### src/rtl/bus_arbiter.sv
// Two-master memory bus arbiter: data master (dc) has fixed priority, fetch (ic) has a starvation guard.
// Define BUS_ARBITER_RR_EN to replace fixed priority with round-robin contention resolution.
module bus_arbiter #(
    parameter int STARVE_MAX = 8
) (
    input  logic        clk,
    input  logic        Nrst,
    input  logic [31:0] dc_busaddr,
    input  logic        dc_rd_req,
    input  logic        dc_wr_req,
    input  logic [31:0] dc_wr_data,
    output logic [31:0] dc_rd_data,
    output logic        dc_rw_wait,
    input  logic [31:0] ic_busaddr,
    input  logic        ic_rd_req,
    output logic [31:0] ic_rd_data,
    output logic        ic_rw_wait,
    output logic [31:0] bus_addr,
    output logic        bus_rd_req,
    output logic        bus_wr_req,
    output logic [31:0] bus_wr_data,
    input  logic [31:0] bus_rd_data,
    input  logic        bus_rw_wait
);

    typedef enum logic {
        OWNER_DC = 1'b0,
        OWNER_IC = 1'b1
    } owner_t;

    logic   dc_req;
    logic   ic_req;
    logic   grant_dc;
    logic   grant_ic;
    logic   locked;
    owner_t owner;

`ifdef BUS_ARBITER_RR_EN
    owner_t last;
`else
    localparam logic [3:0] STARVE_LIMIT = 4'(STARVE_MAX);
    logic [3:0] starve;
`endif

    assign dc_req = dc_rd_req | dc_wr_req;
    assign ic_req = ic_rd_req;

    // A locked owner that drops its request leaves the bus idle rather than handing it over.
    always_comb begin
        grant_dc = 1'b0;
        grant_ic = 1'b0;
        if (Nrst) begin
            if (locked) begin
                grant_dc = (owner == OWNER_DC) && dc_req;
                grant_ic = (owner == OWNER_IC) && ic_req;
            end else if (dc_req && ic_req) begin
`ifdef BUS_ARBITER_RR_EN
                if (last == OWNER_DC) grant_ic = 1'b1;
                else                  grant_dc = 1'b1;
`else
                if (starve >= STARVE_LIMIT) grant_ic = 1'b1;
                else                        grant_dc = 1'b1;
`endif
            end else begin
                grant_dc = dc_req;
                grant_ic = ic_req;
            end
        end
    end

    assign bus_rd_req  = grant_dc ? dc_rd_req : (grant_ic & ic_rd_req);
    assign bus_wr_req  = grant_dc & dc_wr_req;
    assign bus_addr    = grant_ic ? ic_busaddr : dc_busaddr;
    assign bus_wr_data = dc_wr_data;

    assign dc_rd_data  = bus_rd_data;
    assign ic_rd_data  = bus_rd_data;
    assign dc_rw_wait  = dc_req & ~(grant_dc & ~bus_rw_wait);
    assign ic_rw_wait  = ic_req & ~(grant_ic & ~bus_rw_wait);

    always_ff @(posedge clk) begin
        if (!Nrst) begin
            locked <= 1'b0;
            owner  <= OWNER_DC;
        end else if ((grant_dc || grant_ic) && bus_rw_wait) begin
            locked <= 1'b1;
            owner  <= grant_ic ? OWNER_IC : OWNER_DC;
        end else begin
            locked <= 1'b0;
        end
    end

`ifdef BUS_ARBITER_RR_EN
    always_ff @(posedge clk) begin
        if (!Nrst) begin
            last <= OWNER_DC;
        end else if ((grant_dc || grant_ic) && !bus_rw_wait) begin
            last <= grant_ic ? OWNER_IC : OWNER_DC;
        end
    end
`else
    // Only unlocked losses count; waiting behind a locked dc transaction holds the count.
    always_ff @(posedge clk) begin
        if (!Nrst) begin
            starve <= 4'd0;
        end else if (!ic_req || (grant_ic && !bus_rw_wait)) begin
            starve <= 4'd0;
        end else if (!grant_ic && !locked && starve != 4'd15) begin
            starve <= starve + 4'd1;
        end
    end
`endif

endmodule
### config.mk
export PLATFORM = sky130hd
export DESIGN_NAME = bus_arbiter
export DESIGN_NICKNAME = d
export VERILOG_FILES = /design/src/rtl/bus_arbiter.sv
export SDC_FILE = /design/constraint.sdc
export NUM_CORES = 1
export LEC_CHECK = 0
export ABC_AREA = 1
export CAP_MARGIN = 20
export CORE_AREA = 2 2 102 104
export DETAILED_ROUTE_END_ITERATION = 16
export DIE_AREA = 0 0 104 106
export DONT_BUFFER_PORTS = 1
export SYNTH_ARGS = -nofsm -noshare
export SYNTH_HDL_FRONTEND = slang
export SYNTH_SLANG_ARGS = --single-unit
### constraint.sdc
create_clock -name clk -period 4 [get_ports clk]
set_clock_uncertainty 0.1 [all_clocks]
set_input_delay 0.8 -clock clk [delete_from_list [all_inputs] [get_ports clk]]
set_output_delay 0.8 -clock clk [all_outputs]
set_load 0.1 [all_outputs]
==> reports/results.txt, run 1 <==
Status - finished, final reports clean
Internal power - 0.1827 mW
Slew Limit Fails - 0
Slew headroom - 45.45%
R2R Setup Slk - 2100 ps
Sequential cell fraction of total power - 13.3%
Switch share - 62.14%
Number of remaining DRC errors - 0
Overflow after GRT - 0
Initial antenna violation count - 0
Period minus WS final - 2929 ps
Unrepaired setup endpoints after global routing - no
GR Layer Usage met2 - 11.09%
Starting Density - 14.94%
Clk pwr share - 19.2%
Starting DRT DRC Count - 40
Synth cell types - 19
Worst-path maximum fanout - 33
Post-CTS setup buffers - 0
Static Leak - 0.6640 nW
Clk sinks - 6
Core Region - 10000 um^2
Clock root cell - clkbuf_8
Detailed Routing Iterations Pass 1 - 4
GR peak layer - met2
Top post-synthesis cells by area - buf_4, nand2_1, dfxtp_1
Hold WC Path Type - register to register
Post-CTS Hold Fix Bufs - 0
Switching pwr - 0.2999 mW
Ports - 266
Worst Hold Launch - owner
Final Hold Fails - 0
GRT Overall Usage - 6.998%
CTS tree - done
CTS H-tree lvls - 1
Num CTS Buffers - 3
Port bufs - 0
Drt total wl - 4.291 mm
Die width - 104 um
First-pass GRT wire length - 5.699 mm
Crit. End Element - output pin
Final Setup Violations - 0
Worst R2R Start - locked
Vias - 1147
Row cnt - 37
Synthesis Warnings - 0
Crit path DAT - 2030 ps
Flops & latches, synth - 6
Syn Std Cell Area - 1494 um^2
Sequential area share after synthesis - 8.040%
Vias in the first global route - 1020
DRT antenna net count - 0
PD cells - 395.6 nW/um^2
Setup CP Type - input port to output pin
GP Congestion - 0.6942
Full die area - 11020 um^2
Die height - 106 um
Clk_lat worst skew - 230 ps
Syn Nets - 393
Fin crit share - 73.23%
Required time of the critical path - 3100 ps
Synth top area share - 49.75%
Cell count after synthesis - 257
Worst-Margin Slew - 817.3 ps
Layout Utilization - 12.20%
Global-route track usage on met3 - 5.579%
Post-CTS Resized - 0
Inserted Diodes - 0
Clk pin slew, worst setup/hold paths - 40 ps
Pin count of the biggest net entering global routing - 36
Placed insts - 327
Crit start category - input port
Worst-case vdd ir drop - 0.09237 mV
WL/cell - 13.00 um
DP HPWL - 3.600 mm
Layout cell share with drive strength beyond 1 - 23.20%
Grt met1 use - 5.385%
Vias per cell - 3.476
Clock Path Buffers - 2
Syn Area/Cell - 5.813 um^2
Final cell count without fillers - 330
Syn-to-layout area delta - -18.34%
FMAX - 341.4 MHz
Yosys top cell by area - buf_4
Fill cells - 1187
Final TNS setup - 0 ps
Critical Path Source - dc_wr_req
Dpl ws - 1037 ps
Fin worst setup slack - 1071 ps
Combinational Power Share - 67.4%
Nets - 332
MaxCap Viol Count - 0
-- registers in the layout (all words and copies together) (netlist names) --
name    cells
owner       1
starve      4
locked      1
-- cell usage after synthesis --
cell type	count
ha_1	2
nand4_1	1
nand3_2	1
a21oi_1	4
nor2_2	1
nand2_4	1
inv_2	2
dfxtp_1	6
inv_1	12
o21ai_1	2
buf_2	3
nor3_1	1
o21a_1	1
nand2_1	109
o21ai_0	3
clkinv_1	1
nor2_1	5
nand3_1	3
buf_4	99
-- final timing paths --
path | to | cells after the start
worst min register to register | owner | 2
worst min-delay path | owner | 2
worst max register to register | starve[0] | 10
worst max-delay path | bus_addr[1] | 8
-- critical path, stage by stage --
cell	delay [ps]
inv_1	60
nand2_1	70
nand2_1	100
nand2_4	60
inv_2	420
nand2_1	100
nand2_1	100
buf_4	290
-- per-stage QoR --
step / instance area, um^2 / power [mW] / hold slack, ps
finish: 1220 / 0.4826 / 374.5
CTS: 1220 / 0.4877 / 374.1
global placement: 1179 / 0.3907 / 370.6
floorplan: 1494 / 0.7888 / 344.1
global route: 1220 / 0.5005 / 420.2
detailed placement: 1179 / 0.3921 / 368.1
-- power by group through the flow --
stage	combinational [mW]	clock, mW	sequential [mW]
after floorplan	0.724	0	0.0648
after global placement	0.326	0	0.0651
after detailed placement	0.327	0	0.0651
after CTS	0.327	0.0964	0.0642
after global routing	0.337	0.0986	0.0645
final	0.325	0.0929	0.0642
-- area by class of cell --
type	count	area (um^2)	share of cell area (%)
Clock buffer	3	41.29	3.385
Inverter	15	56.30	4.615
Multi-Input combinational cell	134	561.8	46.05
Timing Repair Buffer	36	270.3	22.15
Sequential cell	6	120.1	9.846
Tap cell	136	170.2	13.95
-- cells in the final DEF (no fill, tap or decap), drive strengths merged --
master	n
o21ai	5
nand2	110
ha	2
o21a	1
nor2	6
nand3	4
clkbuf	3
dfxtp	6
a21oi	4
clkinv	1
nand4	1
nor3	1
buf	36
inv	14
-- metal layers --
metal / wire length [um] / up-vias / part of all wire (%)
li1: - / 548 / -
met5: 0 / - / 0
met3: 774 / 32 / 18
met4: 304 / 0 / 7.1
met2: 1938 / 112 / 45
met1: 1274 / 455 / 30
-- kinds of logic (layout without fill, tap and decap cells) --
logic type      count (synthesis)  count (layout)  share of synthesized area, %
flops                           6               6                         8.041
simple gates                  122             122                         32.24
compound gates                 10              10                         3.518
buf+inv                       117              54                         54.52
fa+ha+maj                       2               2                         1.675
(Power assumes the default switching activity.)
==> run 2: changes to the inputs <==
Clock period 4 ns to 2.6 ns, I/O delays scaled along.
==> reports/results.txt, run 2 (synthesized netlist as in run 1, its figures left out) <==
FMAX - 432.4 MHz
First-pass GRT wire length - 6.299 mm
GP Congestion - 0.7179
Static Leak - 0.8280 nW
Detailed Routing Iterations Pass 1 - 4
Clk pin slew, worst setup/hold paths - 40 ps
Clk sinks - 6
PD cells - 526.7 nW/um^2
Drt total wl - 4.415 mm
Slew Limit Fails - 0
Most frequent cells in the layout - nand2_1, buf_12, inv_1, dfxtp_1, buf_4
Layout Utilization - 16.55%
Reg2Reg Depth - 9
Vias - 1156
DRT antenna net count - 0
Die height - 106 um
Period minus WS final - 2313 ps
Nets - 335
Worst-case vdd ir drop - 0.1431 mV
CTS H-tree lvls - 1
GRT Overall Usage - 7.451%
Initial antenna violation count - 0
Setup CP Type - register to output pin
Starting DRT DRC Count - 51
Hold WC Path Type - input port to register
Reg with most FFs - starve
Global-route track usage on met3 - 6.070%
Crit path DAT - 1690 ps
Worst R2R Start - locked
Clock root cell - clkbuf_8
Overflow after GRT - 0
Vias per cell - 3.471
Crit start category - register
Fill cells - 1128
Num CTS Buffers - 3
Commonest non-fill, non-tap cell in the layout - nand2_1
Row cnt - 37
Hold Path Depth - 2
Port bufs - 0
Final Hold Fails - 0
CTS tree - done
GR Layer Usage met2 - 13.49%
Status - finished, final reports clean
Clk_lat worst skew - 220 ps
Post-CTS Hold Fix Bufs - 0
Syn-to-layout area delta - 10.80%
Clk pwr share - 15.8%
MaxCap Viol Count - 0
Grt met1 use - 6.047%
GR peak layer - met2
Core Region - 10000 um^2
Combinational Power Share - 72.9%
WL/cell - 13.26 um
Worst-path maximum fanout - 19
DP HPWL - 3.903 mm
Inserted Diodes - 0
Switching pwr - 0.4799 mW
Fin crit share - 88.95%
Final TNS setup - 0 ps
Worst-Margin Slew - 309.9 ps
Full die area - 11020 um^2
Slew headroom - 79.34%
Biggest regs - starve: 4 flops, locked: 1 flops, owner: 1 flops
Pin count of the biggest net entering global routing - 20
Ports - 266
Unrepaired setup endpoints after global routing - no
Starting Density - 14.94%
Max FFs per register - 4
Internal power - 0.3920 mW
Critical Path Source - locked
Die width - 104 um
Final Setup Violations - 0
Switch share - 55.04%
Layout cell share with drive strength beyond 1 - 24.37%
Post-CTS setup buffers - 0
Number of remaining DRC errors - 0
Sequential cell fraction of total power - 11.3%
Crit. End Element - output pin
R2R Setup Slk - 910 ps
Clock Path Buffers - 2
Post-CTS Resized - 0
Worst Hold Launch - Nrst
Required time of the critical path - 1980 ps
Vias in the first global route - 1078
run 2: worst paths after layout:
path	to
max	bus_addr[13]
min	owner
max reg2reg	starve[0]
min reg2reg	owner
run 2: cell type report:
| class | count | area, um^2 | share of cell area (%) |
|---|---|---|---|
| multi-input cells | 134 | 561.8 | 33.94 |
| repair buffers | 39 | 705.7 | 42.63 |
| clock buffers | 3 | 41.29 | 2.494 |
| inverters | 15 | 56.30 | 3.401 |
| flip-flops and latches | 6 | 120.1 | 7.256 |
| well taps | 136 | 170.2 | 10.28 |
run 2: power by group through the flow:
stage	clock network, mW	registers, mW	logic, mW
2_1_floorplan	0	0.0996	1.11
3_3_place_gp	0	0.100	0.638
3_5_place_dp	0	0.100	0.641
4_1_cts	0.142	0.0988	0.642
5_1_grt	0.145	0.0992	0.658
6_report	0.137	0.0988	0.636
run 2: metrics by stage:
stage                     worst slack [ps]  std cells  hold slack (ps)  area, um^2  total power [mW]
final                                287.4        333            305.7        1655            0.8719
after global routing                 124.8        333            316.3        1655            0.9025
after CTS                            229.4        333            302.0        1655            0.8820
after detailed placement             316.5        330            367.6        1614            0.7412
after global placement               320.0        330            357.7        1614            0.7385
after floorplan                      222.6        257            344.1        1496             1.214
run 2: layer usage:
layer | routed length (um) | vias to the layer above | share of wire, %
li1 | - | 552 | -
met1 | 1205 | 466 | 27
met2 | 2336 | 126 | 53
met3 | 810 | 12 | 18
met4 | 63 | 0 | 1.4
met5 | 0 | - | 0
run 2: worst max-delay path, cell delays in order (launching register included):
cell and delay, ps:
dfxtp_1 350, inv_2 70, nor2_1 120, nor2_2 60, nand2_4 170, buf_4 280
nand2_1 110, nand2_1 120, buf_12 180
